[config.mk]
export PLATFORM = sky130hd
export DESIGN_NAME = pretrigger_delay_line_flat
export DESIGN_NICKNAME = d
export VERILOG_FILES = /design/src/rtl/pretrigger_delay_line_if.sv /design/src/rtl/pretrigger_delay_line.sv /design/src/flat_wrapper.sv
export SDC_FILE = /design/constraint.sdc
export NUM_CORES = 1
export LEC_CHECK = 0
export ABC_AREA = 1
export ABC_CLOCK_PERIOD_IN_PS = 8500
export CAP_MARGIN = 10
export CORE_ASPECT_RATIO = 0.7
export CORE_UTILIZATION = 33
export DETAILED_ROUTE_END_ITERATION = 8
export DONT_BUFFER_PORTS = 1
export PLACE_DENSITY_LB_ADDON = 0.12
export RECOVER_POWER = 25
export SLEW_MARGIN = 20
export SYNTH_ARGS = -nofsm -noshare
export SYNTH_HDL_FRONTEND = slang
export SYNTH_SLANG_ARGS = --single-unit
[constraint.sdc]
create_clock -name clk -period 8.5 [get_ports clk]
set_input_delay 1.7 -clock clk [delete_from_list [all_inputs] [get_ports clk]]
set_output_delay 1.7 -clock clk [all_outputs]
set_load 0.005 [all_outputs]
[src/rtl/pretrigger_delay_line_if.sv]
// Sample/config/output bundle for the pretrigger delay line.
// The capture side drives din/hold/size_config; the delay line returns the delayed word.
interface pretrigger_delay_line_if #(
  parameter int P_ADDR_WIDTH = 5,
  parameter int P_DATA_WIDTH = 22
);
  logic [P_DATA_WIDTH-1:0] din;
  logic                    hold;
  logic [P_ADDR_WIDTH-1:0] size_config;
  logic [P_DATA_WIDTH-1:0] ptb_out;
  logic                    rdy;
  logic [P_ADDR_WIDTH-1:0] d_active;

  modport master (
    output din, hold, size_config,
    input  ptb_out, rdy, d_active
  );

  modport slave (
    input  din, hold, size_config,
    output ptb_out, rdy, d_active
  );
endinterface

[src/rtl/pretrigger_delay_line.sv]
// Runtime-configurable fixed-latency delay line for packed ADC/discriminator sample words.
// RAM write at p0, synchronous RAM read lands in p1, masked output register is p2.
module pretrigger_delay_line #(
  parameter int P_ADDR_WIDTH = 5,
  parameter int P_DATA_WIDTH = 22,
  parameter int P_MIN_DELAY  = 3
) (
  input  logic                   clk,
  input  logic                   rst_n,
  pretrigger_delay_line_if.slave bus
);
  localparam int DEPTH = 1 << P_ADDR_WIDTH;
  localparam int CNT_W = P_ADDR_WIDTH + 1;
  localparam logic [P_ADDR_WIDTH-1:0] MIN_D   = P_ADDR_WIDTH'(P_MIN_DELAY);
  localparam logic [CNT_W-1:0]        CNT_MAX = '1;

  function automatic logic [P_ADDR_WIDTH-1:0] clip_delay(input logic [P_ADDR_WIDTH-1:0] req);
    return (req < MIN_D) ? MIN_D : req;
  endfunction

  function automatic logic [CNT_W-1:0] sat_inc(input logic [CNT_W-1:0] v);
    return (v == CNT_MAX) ? v : v + CNT_W'(1);
  endfunction

  logic [P_DATA_WIDTH-1:0] mem [DEPTH];
  logic [P_ADDR_WIDTH-1:0] wr_ptr_p0;
  logic [P_ADDR_WIDTH-1:0] rd_addr_p0;
  logic [P_ADDR_WIDTH-1:0] d_req_p0;
  logic [P_ADDR_WIDTH-1:0] d_active_q;
  logic [CNT_W-1:0]        epoch_cnt;
  logic                    apply_p0;
  logic [P_DATA_WIDTH-1:0] rd_data_p1;
  logic                    vld_p1;
  logic [P_DATA_WIDTH-1:0] ptb_p2;
  logic                    vld_p2;

  // p0: clip the request, detect a config apply, and aim the read D-1 slots behind the write.
  // The read feeds an output register, so one slot of the delay is spent there; this also
  // keeps read and write addresses apart for every legal delay, including the maximum.
  always_comb begin
    d_req_p0   = clip_delay(bus.size_config);
    apply_p0   = (d_req_p0 != d_active_q);
    rd_addr_p0 = wr_ptr_p0 - (d_active_q - P_ADDR_WIDTH'(1));
    // After this edge the epoch count becomes cnt+1; sample 1 shows once that reaches D+1.
    vld_p1     = !apply_p0 && (epoch_cnt >= {1'b0, d_active_q});
  end

  // p0 -> p1: storage, no reset needed since nothing stale leaves the masked output.
  always_ff @(posedge clk) begin
    if (!bus.hold) begin
      mem[wr_ptr_p0] <= bus.din;
      rd_data_p1     <= mem[rd_addr_p0];
    end
  end

  // p1 -> p2: control state and the zero-masked output register.
  always_ff @(posedge clk or negedge rst_n) begin
    if (!rst_n) begin
      wr_ptr_p0  <= '0;
      epoch_cnt  <= '0;
      d_active_q <= MIN_D;
      vld_p2     <= 1'b0;
      ptb_p2     <= '0;
    end else if (!bus.hold) begin
      wr_ptr_p0 <= wr_ptr_p0 + P_ADDR_WIDTH'(1);
      if (apply_p0) begin
        d_active_q <= d_req_p0;
        epoch_cnt  <= CNT_W'(1);
      end else begin
        epoch_cnt  <= sat_inc(epoch_cnt);
      end
      vld_p2 <= vld_p1;
      ptb_p2 <= vld_p1 ? rd_data_p1 : '0;
    end
  end

  assign bus.ptb_out  = ptb_p2;
  assign bus.rdy      = vld_p2;
  assign bus.d_active = d_active_q;
endmodule

[src/flat_wrapper.sv]
// flat-port wrapper written by rule: the top's interface ports become plain ports
module pretrigger_delay_line_flat 
#(
  parameter int P_ADDR_WIDTH = 5,
  parameter int P_DATA_WIDTH = 22,
  parameter int P_MIN_DELAY  = 3
)
  (clk, rst_n, bus_din, bus_hold, bus_size_config, bus_ptb_out, bus_rdy, bus_d_active);
  pretrigger_delay_line_if #(.P_ADDR_WIDTH(P_ADDR_WIDTH), .P_DATA_WIDTH(P_DATA_WIDTH)) bus_i ();
  input  logic clk;
  input  logic rst_n;
  input wire logic [$bits(bus_i.din)-1:0] bus_din;
  input wire logic [$bits(bus_i.hold)-1:0] bus_hold;
  input wire logic [$bits(bus_i.size_config)-1:0] bus_size_config;
  output wire logic [$bits(bus_i.ptb_out)-1:0] bus_ptb_out;
  output wire logic [$bits(bus_i.rdy)-1:0] bus_rdy;
  output wire logic [$bits(bus_i.d_active)-1:0] bus_d_active;
  assign bus_i.din = bus_din;
  assign bus_i.hold = bus_hold;
  assign bus_i.size_config = bus_size_config;
  assign bus_ptb_out = bus_i.ptb_out;
  assign bus_rdy = bus_i.rdy;
  assign bus_d_active = bus_i.d_active;
  pretrigger_delay_line #(.P_ADDR_WIDTH(P_ADDR_WIDTH), .P_DATA_WIDTH(P_DATA_WIDTH), .P_MIN_DELAY(P_MIN_DELAY)) u_core (.clk(clk), .rst_n(rst_n), .bus(bus_i));
endmodule
==> flow_metrics.env <==
export IMPL_fin_area_um2=35150
export IMPL_diodes=0
export IMPL_ant_nets=0
export IMPL_synth_edf_count=726
export IMPL_hpwlAfterDp_mm=50.60
export IMPL_fin_crit_ns=4.639
export IMPL_drt_total_wl_mm=89.77
export IMPL_vdd_ir_drop_worst_uv=350.0
export IMPL_dp_cells=3826
export IMPL_synthArstFlopShare_pct=5.098
export IMPL_yosys_top_cells_area="edfxtp_1 (70%), nor2_1 (6.8%), nand2_1 (6.7%), nand3_1 (4.6%), o21ai_0 (3.9%)"
export IMPL_crit_type="reg -> reg"
export IMPL_drc=0
export IMPL_max_clock_freq_mhz=215.6
export IMPL_tightest_slew_ns=1.083
export IMPL_hold_buffers=0
export IMPL_synth_ff_type="edfxtp_1"
export IMPL_grt_max_degree=195
export IMPL_placed_cell_area_um2=32540
export IMPL_tns_ns=0
export IMPL_cts_setup_buffers=0
export IMPL_cts_buffers=77
export IMPL_reg2reg_to="u_core.rd_data_p1[0]"
export IMPL_final_cells=3967
export IMPL_die_area_um2=96160
export IMPL_first_pass_iters=5
export IMPL_grtUsageTotal_pct=18.75
export IMPL_cts_repair_resized=0
export IMPL_drive_above_1_share_pct=7.061
export IMPL_io_buffers=0
export IMPL_ys_seq_area_share_pct=72.73
export IMPL_cp_max_fo=52
export IMPL_regToRegStartpoint="u_core.bus.d_active[1]"
export IMPL_worstSetupStartpointType="register"
export IMPL_vias_per_cell=5.005
export IMPL_area_delta_synth_final_pct=12.22
export IMPL_cap_violations=0
export IMPL_wire_per_inst_um=22.63
export IMPL_core_area_um2=93970
export IMPL_outcome="finished, final reports clean"
export IMPL_power_density_nw_per_um2=421.5
export IMPL_setup_ws_ns=3.861
export IMPL_yosys_register_bits=765
export IMPL_rr_worst_depth=12
export IMPL_drt_initial_drc_count=1890
export IMPL_cp_cell_sequence="ha_1 > inv_1 > ha_4 > inv_1 > fa_4 > clkinv_2 > buf_4 > nand3_1 > nand3_1 > nand2_1 > nand2_1 > nand2_1"
export IMPL_grt_pass1_wl_mm=132.4
export IMPL_cp_arrival_ns=5.16
export IMPL_endpoint="u_core.rd_data_p1[0]"
export IMPL_p_leak_uw=0.01242
export IMPL_yosysMostFrequentCell="edfxtp_1"
export IMPL_netlist_area_um2=31320
export IMPL_crit_path_end_kind="register"
export IMPL_skew_ns=0.02225
export IMPL_hp_class="reg -> reg"
export IMPL_cts_tree="built"
export IMPL_globalplace_congestion=0.8108
export IMPL_antenna_found_initial=2
export IMPL_synth_top_area_cell="edfxtp_1"
export IMPL_grt_pass1_vias=19100
export IMPL_via_count=19860
export IMPL_setup_worst_path_start="u_core.bus.d_active[1]"
export IMPL_cpPeakStageDelay_ns=1.22
export IMPL_syn_nets=2756
export IMPL_preCtsSetupSlack_ns=3.888
export IMPL_clock_latency_ns=0.67
export IMPL_ios=58
export IMPL_cp_required_ns=9.02
export IMPL_timing_max_transition_violations_final=0
export IMPL_fp_row_count=94
export IMPL_cpMaxStageDelayCell="fa_4"
export IMPL_cts_buffer_depth=3
export IMPL_cts_htree_levels=3
export IMPL_grt_overflow=0
export IMPL_r2r_setup_slack_ns=3.86
export IMPL_rsz0062_at_grt="false"
export IMPL_yosysWarnings=0
export IMPL_synth_common_cells="edfxtp_1 (726), nor2_1 (565), nand2_1 (555)"
export IMPL_start_util_pct=33.33
export IMPL_die_x_um=370.2
export IMPL_clkTransAtPathRegs_ns=0.06
export IMPL_finalHoldViolCount=0
export IMPL_setup_viol=0
export IMPL_die_h_um=259.7
export IMPL_synth_top_area_share_pct=69.61
export IMPL_postSynthCellCount=2708
export IMPL_min_period_over_period_pct=54.57
export IMPL_relSlewSlack_pct=27.79
export IMPL_yosysUniqueCellTypes=29
export IMPL_final_nets=2705
export IMPL_clkSinkCount=765
export IMPL_root_buffer="clkbuf_16"
export IMPL_avgSynthCellArea_um2=11.57
export IMPL_cp_common_cell="nand2_1"
[sequential cells by signal, summed over array words and instances (netlist names)]
name / flops
u_core.bus.ptb_out: 22
u_core.epoch_cnt: 6
u_core.rd_data_p1: 22
u_core.bus.rdy: 1
u_core.bus.d_active: 5
u_core.mem: 704
u_core.wr_ptr_p0: 5
[worst max-delay path: cells and delay by family, from the launching register on]
family / cells / cell delay, ns
adders and majority gates: 3 / 1.59
buffers and inverters: 4 / 1.49
DFF: 1 / 0.58
and+or+nand+nor: 5 / 0.73
[worst min-delay path by stage]
stage / start / endpoint / slack (ns) / cells after the start
6_report: u_core.bus.ptb_out[15] / u_core.bus.ptb_out[15] / 0.50 / 2
5_1_grt: u_core.bus.ptb_out[18] / u_core.bus.ptb_out[18] / 0.54 / 2
4_1_cts: u_core.bus.rdy / u_core.bus.rdy / 0.51 / 2
3_5_place_dp: u_core.bus.rdy / u_core.bus.rdy / 0.49 / 2
3_3_place_gp: u_core.bus.ptb_out[16] / u_core.bus.ptb_out[16] / 0.50 / 2
2_1_floorplan: u_core.rd_data_p1[0] / u_core.bus.ptb_out[0] / 0.46 / 2
[stage by stage]
| stage | utilization (%) | power [µW] | hold WS (ns) |
|---|---|---|---|
| 2_1_floorplan | - | 8899 | 0.4617 |
| 4_1_cts | 37.40 | 14900 | 0.5112 |
| 3_3_place_gp | 34.62 | 11300 | 0.4966 |
| 6_report | 37.40 | 14810 | 0.5037 |
| 3_5_place_dp | 34.63 | 11310 | 0.4949 |
| 5_1_grt | 37.40 | 15750 | 0.5364 |
[per-layer routing]
| metal | track usage [%] | vias up | share of wire, % |
|---|---|---|---|
| li1 | - | 9307 | - |
| met1 | 29.47 | 9872 | 50 |
| met2 | 25.98 | 570 | 41 |
| met3 | 4.480 | 105 | 7.5 |
| met4 | 3.421 | 2 | 1.4 |
| met5 | 0 | - | 0.011 |
[where the power goes]
| group | switching (µW) | leakage (µW) | internal [µW] |
|---|---|---|---|
| Sequential | 174 | 0.00708 | 4500 |
| Clock | 1530 | 0.00126 | 2040 |
| Combinational | 4860 | 0.00408 | 1710 |
| Total | 6560 | 0.0124 | 8250 |
[cells in the final DEF, fill, tap and decap left out, types with 2 or more instances in the layout]
master and count:
clkinv_2 14, buf_4 28, edfxtp_1 726, clkinvlp_4 4
nor2_4 15, inv_1 33, xor2_1 6, o21ai_0 243
bufinv_16 11, nand2_1 554, a21oi_1 3, clkbuf_16 78
ha_1 15, ha_4 2, clkinv_8 2, nand3_1 287
o21ai_1 28, buf_12 3, inv_6 2, xnor2_1 2
inv_2 2, clkinv_1 14, dfrtp_1 37, nor2_2 14
nand4_1 26, nor3_2 3, nor2_1 537, dfstp_2 2
clkbuf_1 13
[cells by family (layout without fill, tap and decap cells)]
kind of cell,count (synthesis),count (layout),share of synthesized area [%]
simple gates,1440,1440,18.67
flops,765,765,72.73
compound gates,276,276,4.427
buf+inv,199,210,3.100
fa+ha+maj,18,18,0.7431
xor+xnor,10,10,0.3276
[final cells by class]
class                           instances  area (µm²)
Sequential cell                       765       22780
Clock inverter                         49       586.8
Clock buffer                           92        2014
Multi-Input combinational cell       1744        7781
Fill cell                            9163       58830
Inverter                               38       153.9
Tap cell                             1248        1562
Timing Repair Buffer                   31       270.3
Power figures use the tool's default switching activity.
